## config.mk

```make
export PLATFORM = sky130hd
export DESIGN_NAME = id_ex_stage_reg_flat
export DESIGN_NICKNAME = d
export VERILOG_FILES = /design/src/rtl/id_ex_stage_reg_if.sv /design/src/rtl/id_ex_stage_reg.sv /design/src/flat_wrapper.sv
export SDC_FILE = /design/constraint.sdc
export NUM_CORES = 1
export LEC_CHECK = 0
export BUFFER_PORTS_ARGS = -buffer_cell sky130_fd_sc_hd__buf_4
export CORE_AREA = 2 2 128 130
export DETAILED_ROUTE_END_ITERATION = 8
export DIE_AREA = 0 0 130 132
export PLACE_DENSITY = 0.69
export SLEW_MARGIN = 40
export SYNTH_ARGS = -nofsm -noshare
export SYNTH_HDL_FRONTEND = slang
export SYNTH_SLANG_ARGS = --single-unit
```

## constraint.sdc

```tcl
create_clock -name clk_i -period 11.5 [get_ports clk_i]
set_input_delay 0.575 -clock clk_i [delete_from_list [all_inputs] [get_ports clk_i]]
set_output_delay 0.575 -clock clk_i [all_outputs]
set_load 0.005 [all_outputs]
```

## src/rtl/id_ex_stage_reg_if.sv

```systemverilog
// ID/EX pipeline register bundle: ID-side fields, hazard controls, write-back
// tags from later stages, and the registered EX-side view with forwarding selects.
interface id_ex_stage_reg_if #(
  parameter int DATA_LEN = 32,
  parameter int ADDR_W   = 5,
  parameter int CTRL_W   = 10
);
  logic                hold_i;
  logic                flush_i;
  logic                id_valid_i;
  logic [DATA_LEN-1:0] id_pc_i;
  logic [DATA_LEN-1:0] id_rs1_data_i;
  logic [DATA_LEN-1:0] id_rs2_data_i;
  logic [DATA_LEN-1:0] id_imm_i;
  logic [ADDR_W-1:0]   id_rs1_addr_i;
  logic [ADDR_W-1:0]   id_rs2_addr_i;
  logic [ADDR_W-1:0]   id_rd_addr_i;
  logic [CTRL_W-1:0]   id_ctrl_i;
  logic                exmem_reg_write_i;
  logic [ADDR_W-1:0]   exmem_rd_i;
  logic                memwb_reg_write_i;
  logic [ADDR_W-1:0]   memwb_rd_i;

  logic                ex_valid_o;
  logic [DATA_LEN-1:0] ex_pc_o;
  logic [DATA_LEN-1:0] ex_rs1_data_o;
  logic [DATA_LEN-1:0] ex_rs2_data_o;
  logic [DATA_LEN-1:0] ex_imm_o;
  logic [ADDR_W-1:0]   ex_rs1_addr_o;
  logic [ADDR_W-1:0]   ex_rs2_addr_o;
  logic [ADDR_W-1:0]   ex_rd_addr_o;
  logic [CTRL_W-1:0]   ex_ctrl_o;
  logic [1:0]          forward_a_o;
  logic [1:0]          forward_b_o;
  logic                load_use_o;

  modport master (
    output hold_i, flush_i, id_valid_i, id_pc_i, id_rs1_data_i, id_rs2_data_i,
           id_imm_i, id_rs1_addr_i, id_rs2_addr_i, id_rd_addr_i, id_ctrl_i,
           exmem_reg_write_i, exmem_rd_i, memwb_reg_write_i, memwb_rd_i,
    input  ex_valid_o, ex_pc_o, ex_rs1_data_o, ex_rs2_data_o, ex_imm_o,
           ex_rs1_addr_o, ex_rs2_addr_o, ex_rd_addr_o, ex_ctrl_o,
           forward_a_o, forward_b_o, load_use_o
  );

  modport slave (
    input  hold_i, flush_i, id_valid_i, id_pc_i, id_rs1_data_i, id_rs2_data_i,
           id_imm_i, id_rs1_addr_i, id_rs2_addr_i, id_rd_addr_i, id_ctrl_i,
           exmem_reg_write_i, exmem_rd_i, memwb_reg_write_i, memwb_rd_i,
    output ex_valid_o, ex_pc_o, ex_rs1_data_o, ex_rs2_data_o, ex_imm_o,
           ex_rs1_addr_o, ex_rs2_addr_o, ex_rd_addr_o, ex_ctrl_o,
           forward_a_o, forward_b_o, load_use_o
  );
endinterface

```

## src/rtl/id_ex_stage_reg.sv

```systemverilog
// ID/EX pipeline register of the 5-stage RISC-V core, with operand forwarding
// selects and load-use detection derived from the registered EX slot.
module id_ex_stage_reg #(
  parameter int DATA_LEN = 32,
  parameter int ADDR_W   = 5,
  parameter int CTRL_W   = 10
) (
  input logic              clk_i,
  input logic              rst_i,
  id_ex_stage_reg_if.slave bus
);
  localparam int CTRL_MEM_READ = 2;

  logic                valid_r;
  logic [DATA_LEN-1:0] pc_r;
  logic [DATA_LEN-1:0] rs1_data_r;
  logic [DATA_LEN-1:0] rs2_data_r;
  logic [DATA_LEN-1:0] imm_r;
  logic [ADDR_W-1:0]   rs1_addr_r;
  logic [ADDR_W-1:0]   rs2_addr_r;
  logic [ADDR_W-1:0]   rd_addr_r;
  logic [CTRL_W-1:0]   ctrl_r;

  logic [1:0] forward_a_s;
  logic [1:0] forward_b_s;
  logic       load_use_s;

  // EX/MEM beats MEM/WB; x0 is hard-wired zero so it never forwards.
  function automatic logic [1:0] fwd_sel(
    input logic              slot_valid,
    input logic [ADDR_W-1:0] src,
    input logic              exmem_we,
    input logic [ADDR_W-1:0] exmem_rd,
    input logic              memwb_we,
    input logic [ADDR_W-1:0] memwb_rd
  );
    logic [1:0] sel;
    sel = 2'b00;
    if (!slot_valid) begin
      sel = 2'b00;
    end else if (exmem_we && (exmem_rd != {ADDR_W{1'b0}}) && (exmem_rd == src)) begin
      sel = 2'b10;
    end else if (memwb_we && (memwb_rd != {ADDR_W{1'b0}}) && (memwb_rd == src)) begin
      sel = 2'b01;
    end else begin
      sel = 2'b00;
    end
    return sel;
  endfunction

  // Pipeline register: hold > flush > load, with bubbles normalised to zero control.
  always_ff @(posedge clk_i or posedge rst_i) begin
    if (rst_i) begin
      valid_r    <= 1'b0;
      pc_r       <= {DATA_LEN{1'b0}};
      rs1_data_r <= {DATA_LEN{1'b0}};
      rs2_data_r <= {DATA_LEN{1'b0}};
      imm_r      <= {DATA_LEN{1'b0}};
      rs1_addr_r <= {ADDR_W{1'b0}};
      rs2_addr_r <= {ADDR_W{1'b0}};
      rd_addr_r  <= {ADDR_W{1'b0}};
      ctrl_r     <= {CTRL_W{1'b0}};
    end else if (bus.hold_i) begin
      valid_r    <= valid_r;
      pc_r       <= pc_r;
      rs1_data_r <= rs1_data_r;
      rs2_data_r <= rs2_data_r;
      imm_r      <= imm_r;
      rs1_addr_r <= rs1_addr_r;
      rs2_addr_r <= rs2_addr_r;
      rd_addr_r  <= rd_addr_r;
      ctrl_r     <= ctrl_r;
    end else if (bus.flush_i) begin
      valid_r    <= 1'b0;
      pc_r       <= {DATA_LEN{1'b0}};
      rs1_data_r <= {DATA_LEN{1'b0}};
      rs2_data_r <= {DATA_LEN{1'b0}};
      imm_r      <= {DATA_LEN{1'b0}};
      rs1_addr_r <= {ADDR_W{1'b0}};
      rs2_addr_r <= {ADDR_W{1'b0}};
      rd_addr_r  <= {ADDR_W{1'b0}};
      ctrl_r     <= {CTRL_W{1'b0}};
    end else begin
      valid_r    <= bus.id_valid_i;
      pc_r       <= bus.id_pc_i;
      rs1_data_r <= bus.id_rs1_data_i;
      rs2_data_r <= bus.id_rs2_data_i;
      imm_r      <= bus.id_imm_i;
      rs1_addr_r <= bus.id_rs1_addr_i;
      rs2_addr_r <= bus.id_rs2_addr_i;
      rd_addr_r  <= bus.id_rd_addr_i;
      ctrl_r     <= bus.id_valid_i ? bus.id_ctrl_i : {CTRL_W{1'b0}};
    end
  end

  // Forwarding selects and load-use flag; valid_r is 0 during reset so these read 0.
  always_comb begin
    forward_a_s = fwd_sel(valid_r, rs1_addr_r, bus.exmem_reg_write_i, bus.exmem_rd_i,
                          bus.memwb_reg_write_i, bus.memwb_rd_i);
    forward_b_s = fwd_sel(valid_r, rs2_addr_r, bus.exmem_reg_write_i, bus.exmem_rd_i,
                          bus.memwb_reg_write_i, bus.memwb_rd_i);
    load_use_s  = valid_r & ctrl_r[CTRL_MEM_READ] & (rd_addr_r != {ADDR_W{1'b0}}) &
                  bus.id_valid_i &
                  ((rd_addr_r == bus.id_rs1_addr_i) | (rd_addr_r == bus.id_rs2_addr_i));
  end

  assign bus.ex_valid_o    = valid_r;
  assign bus.ex_pc_o       = pc_r;
  assign bus.ex_rs1_data_o = rs1_data_r;
  assign bus.ex_rs2_data_o = rs2_data_r;
  assign bus.ex_imm_o      = imm_r;
  assign bus.ex_rs1_addr_o = rs1_addr_r;
  assign bus.ex_rs2_addr_o = rs2_addr_r;
  assign bus.ex_rd_addr_o  = rd_addr_r;
  assign bus.ex_ctrl_o     = ctrl_r;
  assign bus.forward_a_o   = forward_a_s;
  assign bus.forward_b_o   = forward_b_s;
  assign bus.load_use_o    = load_use_s;
endmodule

```

## src/flat_wrapper.sv

```systemverilog
// flat-port wrapper written by rule: the top's interface ports become plain ports
module id_ex_stage_reg_flat 
#(
  parameter int DATA_LEN = 32,
  parameter int ADDR_W   = 5,
  parameter int CTRL_W   = 10
)
  (clk_i, rst_i, bus_hold_i, bus_flush_i, bus_id_valid_i, bus_id_pc_i, bus_id_rs1_data_i, bus_id_rs2_data_i, bus_id_imm_i, bus_id_rs1_addr_i, bus_id_rs2_addr_i, bus_id_rd_addr_i, bus_id_ctrl_i, bus_exmem_reg_write_i, bus_exmem_rd_i, bus_memwb_reg_write_i, bus_memwb_rd_i, bus_ex_valid_o, bus_ex_pc_o, bus_ex_rs1_data_o, bus_ex_rs2_data_o, bus_ex_imm_o, bus_ex_rs1_addr_o, bus_ex_rs2_addr_o, bus_ex_rd_addr_o, bus_ex_ctrl_o, bus_forward_a_o, bus_forward_b_o, bus_load_use_o);
  id_ex_stage_reg_if #(.DATA_LEN(DATA_LEN), .ADDR_W(ADDR_W), .CTRL_W(CTRL_W)) bus_i ();
  input logic clk_i;
  input logic rst_i;
  input wire logic [$bits(bus_i.hold_i)-1:0] bus_hold_i;
  input wire logic [$bits(bus_i.flush_i)-1:0] bus_flush_i;
  input wire logic [$bits(bus_i.id_valid_i)-1:0] bus_id_valid_i;
  input wire logic [$bits(bus_i.id_pc_i)-1:0] bus_id_pc_i;
  input wire logic [$bits(bus_i.id_rs1_data_i)-1:0] bus_id_rs1_data_i;
  input wire logic [$bits(bus_i.id_rs2_data_i)-1:0] bus_id_rs2_data_i;
  input wire logic [$bits(bus_i.id_imm_i)-1:0] bus_id_imm_i;
  input wire logic [$bits(bus_i.id_rs1_addr_i)-1:0] bus_id_rs1_addr_i;
  input wire logic [$bits(bus_i.id_rs2_addr_i)-1:0] bus_id_rs2_addr_i;
  input wire logic [$bits(bus_i.id_rd_addr_i)-1:0] bus_id_rd_addr_i;
  input wire logic [$bits(bus_i.id_ctrl_i)-1:0] bus_id_ctrl_i;
  input wire logic [$bits(bus_i.exmem_reg_write_i)-1:0] bus_exmem_reg_write_i;
  input wire logic [$bits(bus_i.exmem_rd_i)-1:0] bus_exmem_rd_i;
  input wire logic [$bits(bus_i.memwb_reg_write_i)-1:0] bus_memwb_reg_write_i;
  input wire logic [$bits(bus_i.memwb_rd_i)-1:0] bus_memwb_rd_i;
  output wire logic [$bits(bus_i.ex_valid_o)-1:0] bus_ex_valid_o;
  output wire logic [$bits(bus_i.ex_pc_o)-1:0] bus_ex_pc_o;
  output wire logic [$bits(bus_i.ex_rs1_data_o)-1:0] bus_ex_rs1_data_o;
  output wire logic [$bits(bus_i.ex_rs2_data_o)-1:0] bus_ex_rs2_data_o;
  output wire logic [$bits(bus_i.ex_imm_o)-1:0] bus_ex_imm_o;
  output wire logic [$bits(bus_i.ex_rs1_addr_o)-1:0] bus_ex_rs1_addr_o;
  output wire logic [$bits(bus_i.ex_rs2_addr_o)-1:0] bus_ex_rs2_addr_o;
  output wire logic [$bits(bus_i.ex_rd_addr_o)-1:0] bus_ex_rd_addr_o;
  output wire logic [$bits(bus_i.ex_ctrl_o)-1:0] bus_ex_ctrl_o;
  output wire logic [$bits(bus_i.forward_a_o)-1:0] bus_forward_a_o;
  output wire logic [$bits(bus_i.forward_b_o)-1:0] bus_forward_b_o;
  output wire logic [$bits(bus_i.load_use_o)-1:0] bus_load_use_o;
  assign bus_i.hold_i = bus_hold_i;
  assign bus_i.flush_i = bus_flush_i;
  assign bus_i.id_valid_i = bus_id_valid_i;
  assign bus_i.id_pc_i = bus_id_pc_i;
  assign bus_i.id_rs1_data_i = bus_id_rs1_data_i;
  assign bus_i.id_rs2_data_i = bus_id_rs2_data_i;
  assign bus_i.id_imm_i = bus_id_imm_i;
  assign bus_i.id_rs1_addr_i = bus_id_rs1_addr_i;
  assign bus_i.id_rs2_addr_i = bus_id_rs2_addr_i;
  assign bus_i.id_rd_addr_i = bus_id_rd_addr_i;
  assign bus_i.id_ctrl_i = bus_id_ctrl_i;
  assign bus_i.exmem_reg_write_i = bus_exmem_reg_write_i;
  assign bus_i.exmem_rd_i = bus_exmem_rd_i;
  assign bus_i.memwb_reg_write_i = bus_memwb_reg_write_i;
  assign bus_i.memwb_rd_i = bus_memwb_rd_i;
  assign bus_ex_valid_o = bus_i.ex_valid_o;
  assign bus_ex_pc_o = bus_i.ex_pc_o;
  assign bus_ex_rs1_data_o = bus_i.ex_rs1_data_o;
  assign bus_ex_rs2_data_o = bus_i.ex_rs2_data_o;
  assign bus_ex_imm_o = bus_i.ex_imm_o;
  assign bus_ex_rs1_addr_o = bus_i.ex_rs1_addr_o;
  assign bus_ex_rs2_addr_o = bus_i.ex_rs2_addr_o;
  assign bus_ex_rd_addr_o = bus_i.ex_rd_addr_o;
  assign bus_ex_ctrl_o = bus_i.ex_ctrl_o;
  assign bus_forward_a_o = bus_i.forward_a_o;
  assign bus_forward_b_o = bus_i.forward_b_o;
  assign bus_load_use_o = bus_i.load_use_o;
  id_ex_stage_reg #(.DATA_LEN(DATA_LEN), .ADDR_W(ADDR_W), .CTRL_W(CTRL_W)) u_core (.clk_i(clk_i), .rst_i(rst_i), .bus(bus_i));
endmodule
```

### Yosys cells after proc, flatten, opt, wreduce, memory -nomap -nowiden

Cells that the tools add are included.

| cells by class | value |
|---|---|
| muxes and demuxes | 16 |
| reductions and logical operators | 9 |
| eq/ne operators | 6 |
| bitwise gates (word level) | 5 |

Operator list:

| kind | number |
|---|---|
| $mux 32 | 4 |
| $eq 5x5->1 | 6 |
| $mux 10 | 2 |
| $mux 5 | 3 |
| $reduce_bool 5->1 | 3 |
| $mux 2 | 4 |
| $logic_and 1x1->1 | 6 |
| $and 1x1->1 | 4 |
| $mux 1 | 3 |
| $or 1x1->1 | 1 |

| word-level totals | value |
|---|---|
| input port bits | 170 |
| output and inout port bits | 159 |
| bits in registers | 154 |

### Depth between registers and ports, before layout

Gate-level depths: netlist of run 1.

| logic depth | value |
|---|---|
| depth in word-level cells | 6 |
| gate-level depth with buffers | 4 |
| mapped depth without buffers | 4 |

### Worst setup path before layout of run 1

Ideal clock, no wire load.

| timing | value |
|---|---|
| path type | input to output |
| from | input port bus_exmem_rd_i[0] |
| to | output port bus_forward_a_o[0] |
| data arrival time | 1.604 ns |
| stages | 4 |
| required time | 10.925 ns |
| path slack | 9.321 ns |
| cells stage by stage | or4_1 > o21ai_1 > nor4_1 > nor4_2 |

| on the way | value |
|---|---|
| cells in the longest elaborated chain, start to end | 5 |

Ends and longest elaborated chain:

| element | line | RTL |
|---|---|---|
| from (decl) | flat_wrapper.sv:24 | `input wire logic [$bits(bus_i.exmem_rd_i)-1:0] bus_exmem_rd_i;` |
| $reduce_bool 5->1 | id_ex_stage_reg.sv:41 | `end else if (exmem_we && (exmem_rd != {ADDR_W{1'b0}}) && (exmem_rd == src)) begin` |
| $logic_and 1x1->1 | id_ex_stage_reg.sv:41 |  |
| $logic_and 1x1->1 (*) | id_ex_stage_reg.sv:41 |  |
| $mux 2 (*) | id_ex_stage_reg.sv:41 |  |
| $mux 2 (*) | id_ex_stage_reg.sv:39 | `if (!slot_valid) begin` |
| to (decl) | flat_wrapper.sv:36 | `output wire logic [$bits(bus_i.forward_a_o)-1:0] bus_forward_a_o;` |

Every way passes the cells marked *; elsewhere a longest branch is shown, timed or not.

==> results of run 1 <==
==> flip-flops by register name (all words and copies together), names as in the netlist <==
signal,flops
u_core.bus.ex_imm_o,32
u_core.bus.ex_rs1_data_o,32
u_core.bus.ex_ctrl_o,10
u_core.bus.ex_rs1_addr_o,5
u_core.bus.ex_rs2_data_o,32
u_core.bus.ex_rs2_addr_o,5
u_core.bus.ex_pc_o,32
u_core.bus.ex_rd_addr_o,5
u_core.bus.ex_valid_o,1
==> through the flow <==
step	std cells	hold slack (ns)
4_1_cts	940	0.292
3_5_place_dp	909	0.498
6_report	940	0.271
5_1_grt	940	0.315
3_3_place_gp	909	0.494
2_1_floorplan	395	0.498
==> layer usage <==
layer	global-route usage, %	vias up	part of all wire (%)
li1	-	2151	-
met1	25.1	2390	39
met2	34.4	224	50
met3	7.63	32	8.4
met4	7.47	2	2.1
met5	0	-	0.055
==> area by class of cell <==
class / count / share of cell area (%)
sequential: 154 / 42.9
tap: 216 / 3.01
clock inverter: 8 / 0.961
multi-input combinational: 207 / 19.8
timing repair buffer: 331 / 27.8
clock buffer: 23 / 5.43
inverter: 1 / 0.0975
==> Yosys cell counts <==
master / number / area, um^2
a21o_1: 1 / 7.51
a21oi_1: 1 / 5.00
a22o_1: 153 / 1340
and2_1: 1 / 6.26
and2_2: 2 / 15.0
buf_1: 4 / 15.0
buf_2: 10 / 50.1
clkbuf_1: 19 / 71.3
dfrtp_1: 154 / 3850
inv_1: 1 / 3.75
nand3_1: 4 / 20.0
nor2_1: 1 / 3.75
nor3_1: 2 / 10.0
nor4_1: 2 / 12.5
nor4_2: 2 / 25.0
o2111ai_1: 1 / 8.76
o211ai_1: 1 / 7.51
o21ai_1: 1 / 5.00
or4_1: 5 / 37.5
xnor2_1: 10 / 87.6
xor2_1: 20 / 175
==> cells by family (layout without fill, tap and decap cells) <==
logic type | count (synthesis) | count (layout) | synth area share (%)
AO/OA/AOI/OAI | 158 | 158 | 23.8
XOR/XNOR | 30 | 30 | 4.56
buffers and inverters | 34 | 363 | 2.43
flip-flops | 154 | 154 | 66.9
AND/OR/NAND/NOR | 19 | 19 | 2.26
==> worst max-delay path by stage <==
stage                                     endpoint  slack (ns)        from
4_1_cts        u_core.bus.ex_ctrl_o[0]$_DFFE_PP0N_        8.73  bus_hold_i
3_5_place_dp   u_core.bus.ex_ctrl_o[3]$_DFFE_PP0N_        8.32  bus_hold_i
5_1_grt        u_core.bus.ex_ctrl_o[0]$_DFFE_PP0N_        8.52  bus_hold_i
3_3_place_gp   u_core.bus.ex_ctrl_o[6]$_DFFE_PP0N_        8.18  bus_hold_i
6_report       u_core.bus.ex_ctrl_o[0]$_DFFE_PP0N_        8.69  bus_hold_i
2_1_floorplan  u_core.bus.ex_ctrl_o[0]$_DFFE_PP0N_        6.78       rst_i
==> report_power, final <==
part           internal (W)  switching, W
logic              0.000124     0.0000792
registers          0.000583     0.0000308
clock network      0.000322      0.000216
==> results.py, run 1 <==
metrics = {
    "drt": {
        "drc": 0,
        "first_pass_iters": 4,
        "ant_nets": 0,
        "wire_per_inst_um": 19.3,
        "avgViaCountPerCell": 5.11,
        "drtIter0Drc": 297,
        "via_count": 4799,
        "wl_mm": 18.1,
    },
    "clocking": {
        "clk_pin_slew_ns": 0.06,
        "cts_buffers": 17,
        "clkLatencyLatePin_ns": 0.41,
        "cts_tree": "yes",
        "postCtsSetupBuffers": 0,
        "cts_buffer_depth": 2,
        "cts_root_buffer": "clkbuf_16",
        "cts_resized": 0,
        "ctsHoldBuffers": 0,
        "clock-sinks": 154,
        "h-tree-depth": 4,
    },
    "synthesis": {
        "syn_inst": 395,
        "synth_area_um2": 5760,
        "syn_area_per_cell_um2": 14.6,
        "yosysWarnings": 0,
        "synthesis.nets": 565,
        "ys_seq_elements": 154,
        "yosysUniqueCellTypes": 21,
        "ys_seq_area_share_pct": 66.9,
    },
    "timing": {
        "tns_ns": 0,
        "rsz0062_at_grt": "false",
        "finalCritPeriodShare_pct": 24.4,
        "layout_setup_ws_ns": 8.69,
        "slew_headroom_pct": 48.5,
        "final-setup-viol-count": 0,
        "hold_viol_final": 0,
        "worst_pin_slew_ns": 0.772,
        "drv_slew": 0,
        "finClkSkew_ns": 0,
        "max_freq_mhz": 356,
        "min_period_ns": 2.81,
    },
    "global_route": {
        "overflow": 0,
        "grt_pass1_wl_mm": 27.5,
        "grt_max_degree": 113,
        "grt_use_total_pct": 20.9,
        "antenna_found_initial": 1,
        "grt_pass1_vias": 4953,
    },
    "power_and_ir_drop": {
        "vdd_drop_max_mv": 0.102,
        "finalPower_w": 0.00135,
        "leakage_nw": 4.68,
        "powerDensity_nw_per_um2": 151,
    },
    "layout": {
        "layout-drive-gt1-share_pct": 50.6,
        "fillCellCount": 1354,
        "layout_commonest_cell": "buf_4",
        "diodes": 0,
        "final_cell_mix": "328 x buf_4, 154 x dfrtp_1, 153 x a22o_1",
        "final_area_um2": 8980,
        "regArea_um2": 3850,
        "multi_input_area_um2": 1770,
        "finalNetCount": 882,
        "post-route-util_pct": 57.2,
        "syn_to_final_growth_pct": 55.9,
    },
    "min_path": {
        "min_path_type": "input port to asynchronous set/reset pin",
    },
    "critical_path": {
        "path_cells": "buf_4 -> nor2_4 -> clkbuf_8 -> and2_1 -> a22o_1",
        "r2r-start": "u_core.bus.ex_rd_addr_o[3]$_DFFE_PP0N_",
        "cp_num_buf_inv": 2,
        "endpoint_kind": "flip-flop",
        "critPathLaunchType": "input port",
        "cp.depth": 5,
        "cp_slowest_cell": "clkbuf_8",
        "cp.arrival_ns": 3.15,
        "rrSetupSlack_ns": 10.67,
        "path_class": "input port to flip-flop",
        "critical_path.max_fanout": 112,
        "reg2reg_depth": 1,
        "critical_path.top_delay_family": "simple AND/OR/NAND/NOR gates",
        "cp_slowest_stage_delay_ns": 0.76,
        "required_ns": 11.84,
        "reg2reg_to": "u_core.bus.ex_rd_addr_o[3]$_DFFE_PP0N_",
    },
    "floorplanning": {
        "fp-row-count": 46,
        "fp.coreArea_um2": 15700,
        "pin_count": 329,
        "die_x_um": 130,
        "dieArea_um2": 17200,
        "initial_core_util_pct": 36.7,
        "die_h_um": 132,
    },
    "run": {
        "maxCapViolCount": 0,
    },
    "outcome": {
        "outcome": "completed",
    },
    "placement": {
        "place_area_um2": 8400,
        "gp_congestion": 0.833,
        "place_ws_ns": 8.32,
        "port_buffers": 328,
        "dpl.hpwl_mm": 13.1,
    },
}
(Power assumes the default switching activity.)
==> run 2: changes to the inputs <==
Settings changed: ABC_AREA set to 1, CORE_AREA 2 2 128 130 to 2 2 127 129, DIE_AREA 0 0 130 132 to 0 0 129 131, PLACE_DENSITY 0.69 to 0.74.
Clock period 11.5 ns to 2.56 ns, I/O delays scaled along.
==> results.py, run 2 <==
metrics = {
    "critical_path": {
        "critPathLaunch": "u_core.bus.ex_valid_o$_DFFE_PP0N_",
        "path_class": "flip-flop to output port",
        "r2r-start": "u_core.bus.ex_rd_addr_o[0]$_DFFE_PP0N_",
        "reg2reg_depth": 1,
        "cp_num_buf_inv": 2,
        "path_common_cell": "nor2_1",
        "critPathLaunchType": "flip-flop",
        "required_ns": 2.43,
        "critical_path.max_fanout": 5,
        "cp.arrival_ns": 1.64,
        "rrSetupSlack_ns": 1.75,
        "cp.depth": 7,
        "endpoint_kind": "output port",
        "reg2reg_to": "u_core.bus.ex_rd_addr_o[0]$_DFFE_PP0N_",
        "path_cells": "inv_1 -> a21oi_1 -> nand3_1 -> nor2_1 -> nand2_1 -> nor2_1 -> buf_4",
        "critical_path.top_delay_family": "simple AND/OR/NAND/NOR gates",
        "cp_slowest_stage_delay_ns": 0.39,
        "cp_slowest_cell": "dfrtp_1",
    },
    "min_path": {
        "min_path_type": "input port to flip-flop",
        "hold_depth": 3,
        "holdPathEnd": "u_core.bus.ex_valid_o$_DFFE_PP0N_",
        "holdCritStartpoint": "bus_id_valid_i",
    },
    "power_and_ir_drop": {
        "p_sw_share_pct": 25.6,
        "p_comb_share_pct": 18.4,
        "pwr-share-seq_pct": 43.0,
        "intPower_w": 0.00476,
        "leakage_nw": 5.54,
        "pwr-share-clk_pct": 38.6,
        "vdd_drop_max_mv": 0.416,
        "switchingPower_w": 0.00163,
        "powerDensity_nw_per_um2": 594,
    },
    "layout": {
        "syn_to_final_growth_pct": 77.4,
        "final_cell_mix": "330 x buf_4, 154 x dlygate4sd3_1, 154 x dfrtp_1",
        "layout-drive-gt1-share_pct": 37.3,
        "finalNetCount": 1140,
        "layout_commonest_cell": "buf_4",
        "fillCellCount": 1049,
    },
    "timing": {
        "hold_viol_final": 0,
        "max_freq_mhz": 564,
        "finalCritPeriodShare_pct": 69.2,
        "worst_pin_slew_ns": 0.718,
        "drv_slew": 0,
        "final-setup-viol-count": 0,
        "min_period_ns": 1.77,
        "finClkSkew_ns": 0,
        "slew_headroom_pct": 52.2,
        "tns_ns": 0,
        "rsz0062_at_grt": "false",
        "layout_setup_ws_ns": 0.788,
        "hold-worst-slack_ns": 0.0446,
    },
    "clocking": {
        "postCtsSetupBuffers": 0,
        "clk_pin_slew_ns": 0.06,
        "cts_resized": 0,
        "clock-sinks": 154,
        "h-tree-depth": 4,
        "cts_tree": "yes",
        "cts_buffer_depth": 2,
        "cts_root_buffer": "clkbuf_16",
        "ctsHoldBuffers": 154,
        "cts_buffers": 17,
        "clkLatencyLatePin_ns": 0.41,
    },
    "global_route": {
        "grt_pass1_wl_mm": 33.0,
        "grt_pass1_vias": 6179,
        "grt_use_total_pct": 25.5,
        "overflow": 0,
        "grt_max_degree": 115,
        "antenna_found_initial": 1,
    },
    "drt": {
        "via_count": 5953,
        "drc": 0,
        "first_pass_iters": 5,
        "avgViaCountPerCell": 4.96,
        "wl_mm": 21.6,
        "ant_nets": 0,
        "drtIter0Drc": 348,
        "wire_per_inst_um": 18.0,
    },
    "synthesis": {
        "syn_area_per_cell_um2": 12.2,
        "synthesis.nets": 667,
        "synth_area_leaders": "dfrtp_1 63%, a22o_1 19%, nand2_1 4.5%",
        "yosysWarnings": 0,
        "synth_top_area_share_pct": 63.5,
        "synth_top_cell_by_area": "dfrtp_1",
        "synth_top_cells_by_count": "154 x dfrtp_1, 129 x a22o_1, 72 x nand2_1",
        "synth_area_um2": 6070,
        "syn_inst": 497,
        "synth_ff_type": "dfrtp_1",
        "synthMostInstantiatedCell": "dfrtp_1",
        "yosysUniqueCellTypes": 22,
        "ys_seq_area_share_pct": 63.5,
        "async_reset_ff_share_pct": 100,
        "ys_seq_elements": 154,
        "synth_enable_flop_cells": 0,
    },
    "floorplanning": {
        "dieArea_um2": 16900,
        "pin_count": 329,
        "die_x_um": 129,
        "fp-row-count": 46,
        "initial_core_util_pct": 38.9,
        "die_h_um": 131,
        "fp.coreArea_um2": 15600,
    },
    "placement": {
        "port_buffers": 328,
        "dpl.hpwl_mm": 13.2,
        "gp_congestion": 0.896,
        "place_ws_ns": 1.16,
    },
    "outcome": {
        "outcome": "completed",
    },
    "run": {
        "maxCapViolCount": 0,
    },
}
run 2: changes by cell type in the layout (fill, tap and decap cells not counted), sizes merged, moves of 5 or more:
cell         before  now
inv               3   35
nor2              1   24
a22o            153  129
xnor2            10    4
dlygate4sd3       0  154
xor2             20    1
o22ai             0    6
a32o              0   10
or4               5    0
nand2             0   72
o21ai             1   10
run 2: cell families (layout without fill, tap and decap cells):
family	Yosys count	count (layout)	share of synthesized area, %
flops	154	154	63.5
xor+xnor	5	5	0.721
other cells	0	1	0
simple gates	111	111	7.54
compound gates	159	159	22.1
buf+inv	68	554	6.20
run 2: layout make-up:
| type | count | area, um^2 | area share, % |
|---|---|---|---|
| timing repair buffer | 488 | 4090 | 38.0 |
| sequential | 154 | 3850 | 35.8 |
| multi-input combinational | 275 | 1840 | 17.1 |
| clock buffer | 21 | 470 | 4.37 |
| tap | 216 | 270 | 2.51 |
| inverter | 34 | 131 | 1.22 |
| clock inverter | 11 | 113 | 1.05 |
| antenna | 1 | 2.50 | 0.0232 |
run 2: how the worst max path moves through the flow:
stage / to / slack [ns]
after floorplan: u_core.bus.ex_ctrl_o[0]$_DFFE_PP0N_ / 0.49
after global placement: u_core.bus.ex_imm_o[22]$_DFFE_PP0N_ / 1.18
after detailed placement: u_core.bus.ex_imm_o[17]$_DFFE_PP0N_ / 1.16
after CTS: bus_forward_a_o[0] / 0.77
after global routing: bus_forward_b_o[0] / 0.64
final: bus_forward_b_o[0] / 0.79
run 2: power groups by stage:
stage | logic [W] | clock network, W | registers (W)
final | 0.00118 | 0.00247 | 0.00275
after global routing | 0.00127 | 0.00261 | 0.00277
after CTS | 0.00116 | 0.00250 | 0.00274
after detailed placement | 0.000968 | 0 | 0.00278
after global placement | 0.000948 | 0 | 0.00278
after floorplan | 0.000364 | 0 | 0.00278
run 2: routing by layer:
metal  global-route usage (%)  share of wire [%]  vias up
met4                     12.1                3.4        0
li1                         -                  -     2734
met5                        0                  0        -
met1                     30.5                 39     2866
met2                     42.8                 51      298
met3                     7.13                7.4       55
run 2: worst min-delay path: stages:
cell and delay [ns]:
buf_4 0.16, nand2_1 0.06, o21ai_0 0.06
run 2: per-stage QoR:
stage / std cells / instance area, um^2 / utilization, % / total power (W)
after global routing: 1200 / 10800 / 69.1 / 0.00666
after detailed placement: 1013 / 8650 / 55.4 / 0.00375
after CTS: 1199 / 10800 / 69.1 / 0.00641
final: 1200 / 10800 / 69.1 / 0.00640
after global placement: 1013 / 8640 / 55.4 / 0.00373
after floorplan: 497 / 6080 / - / 0.00315
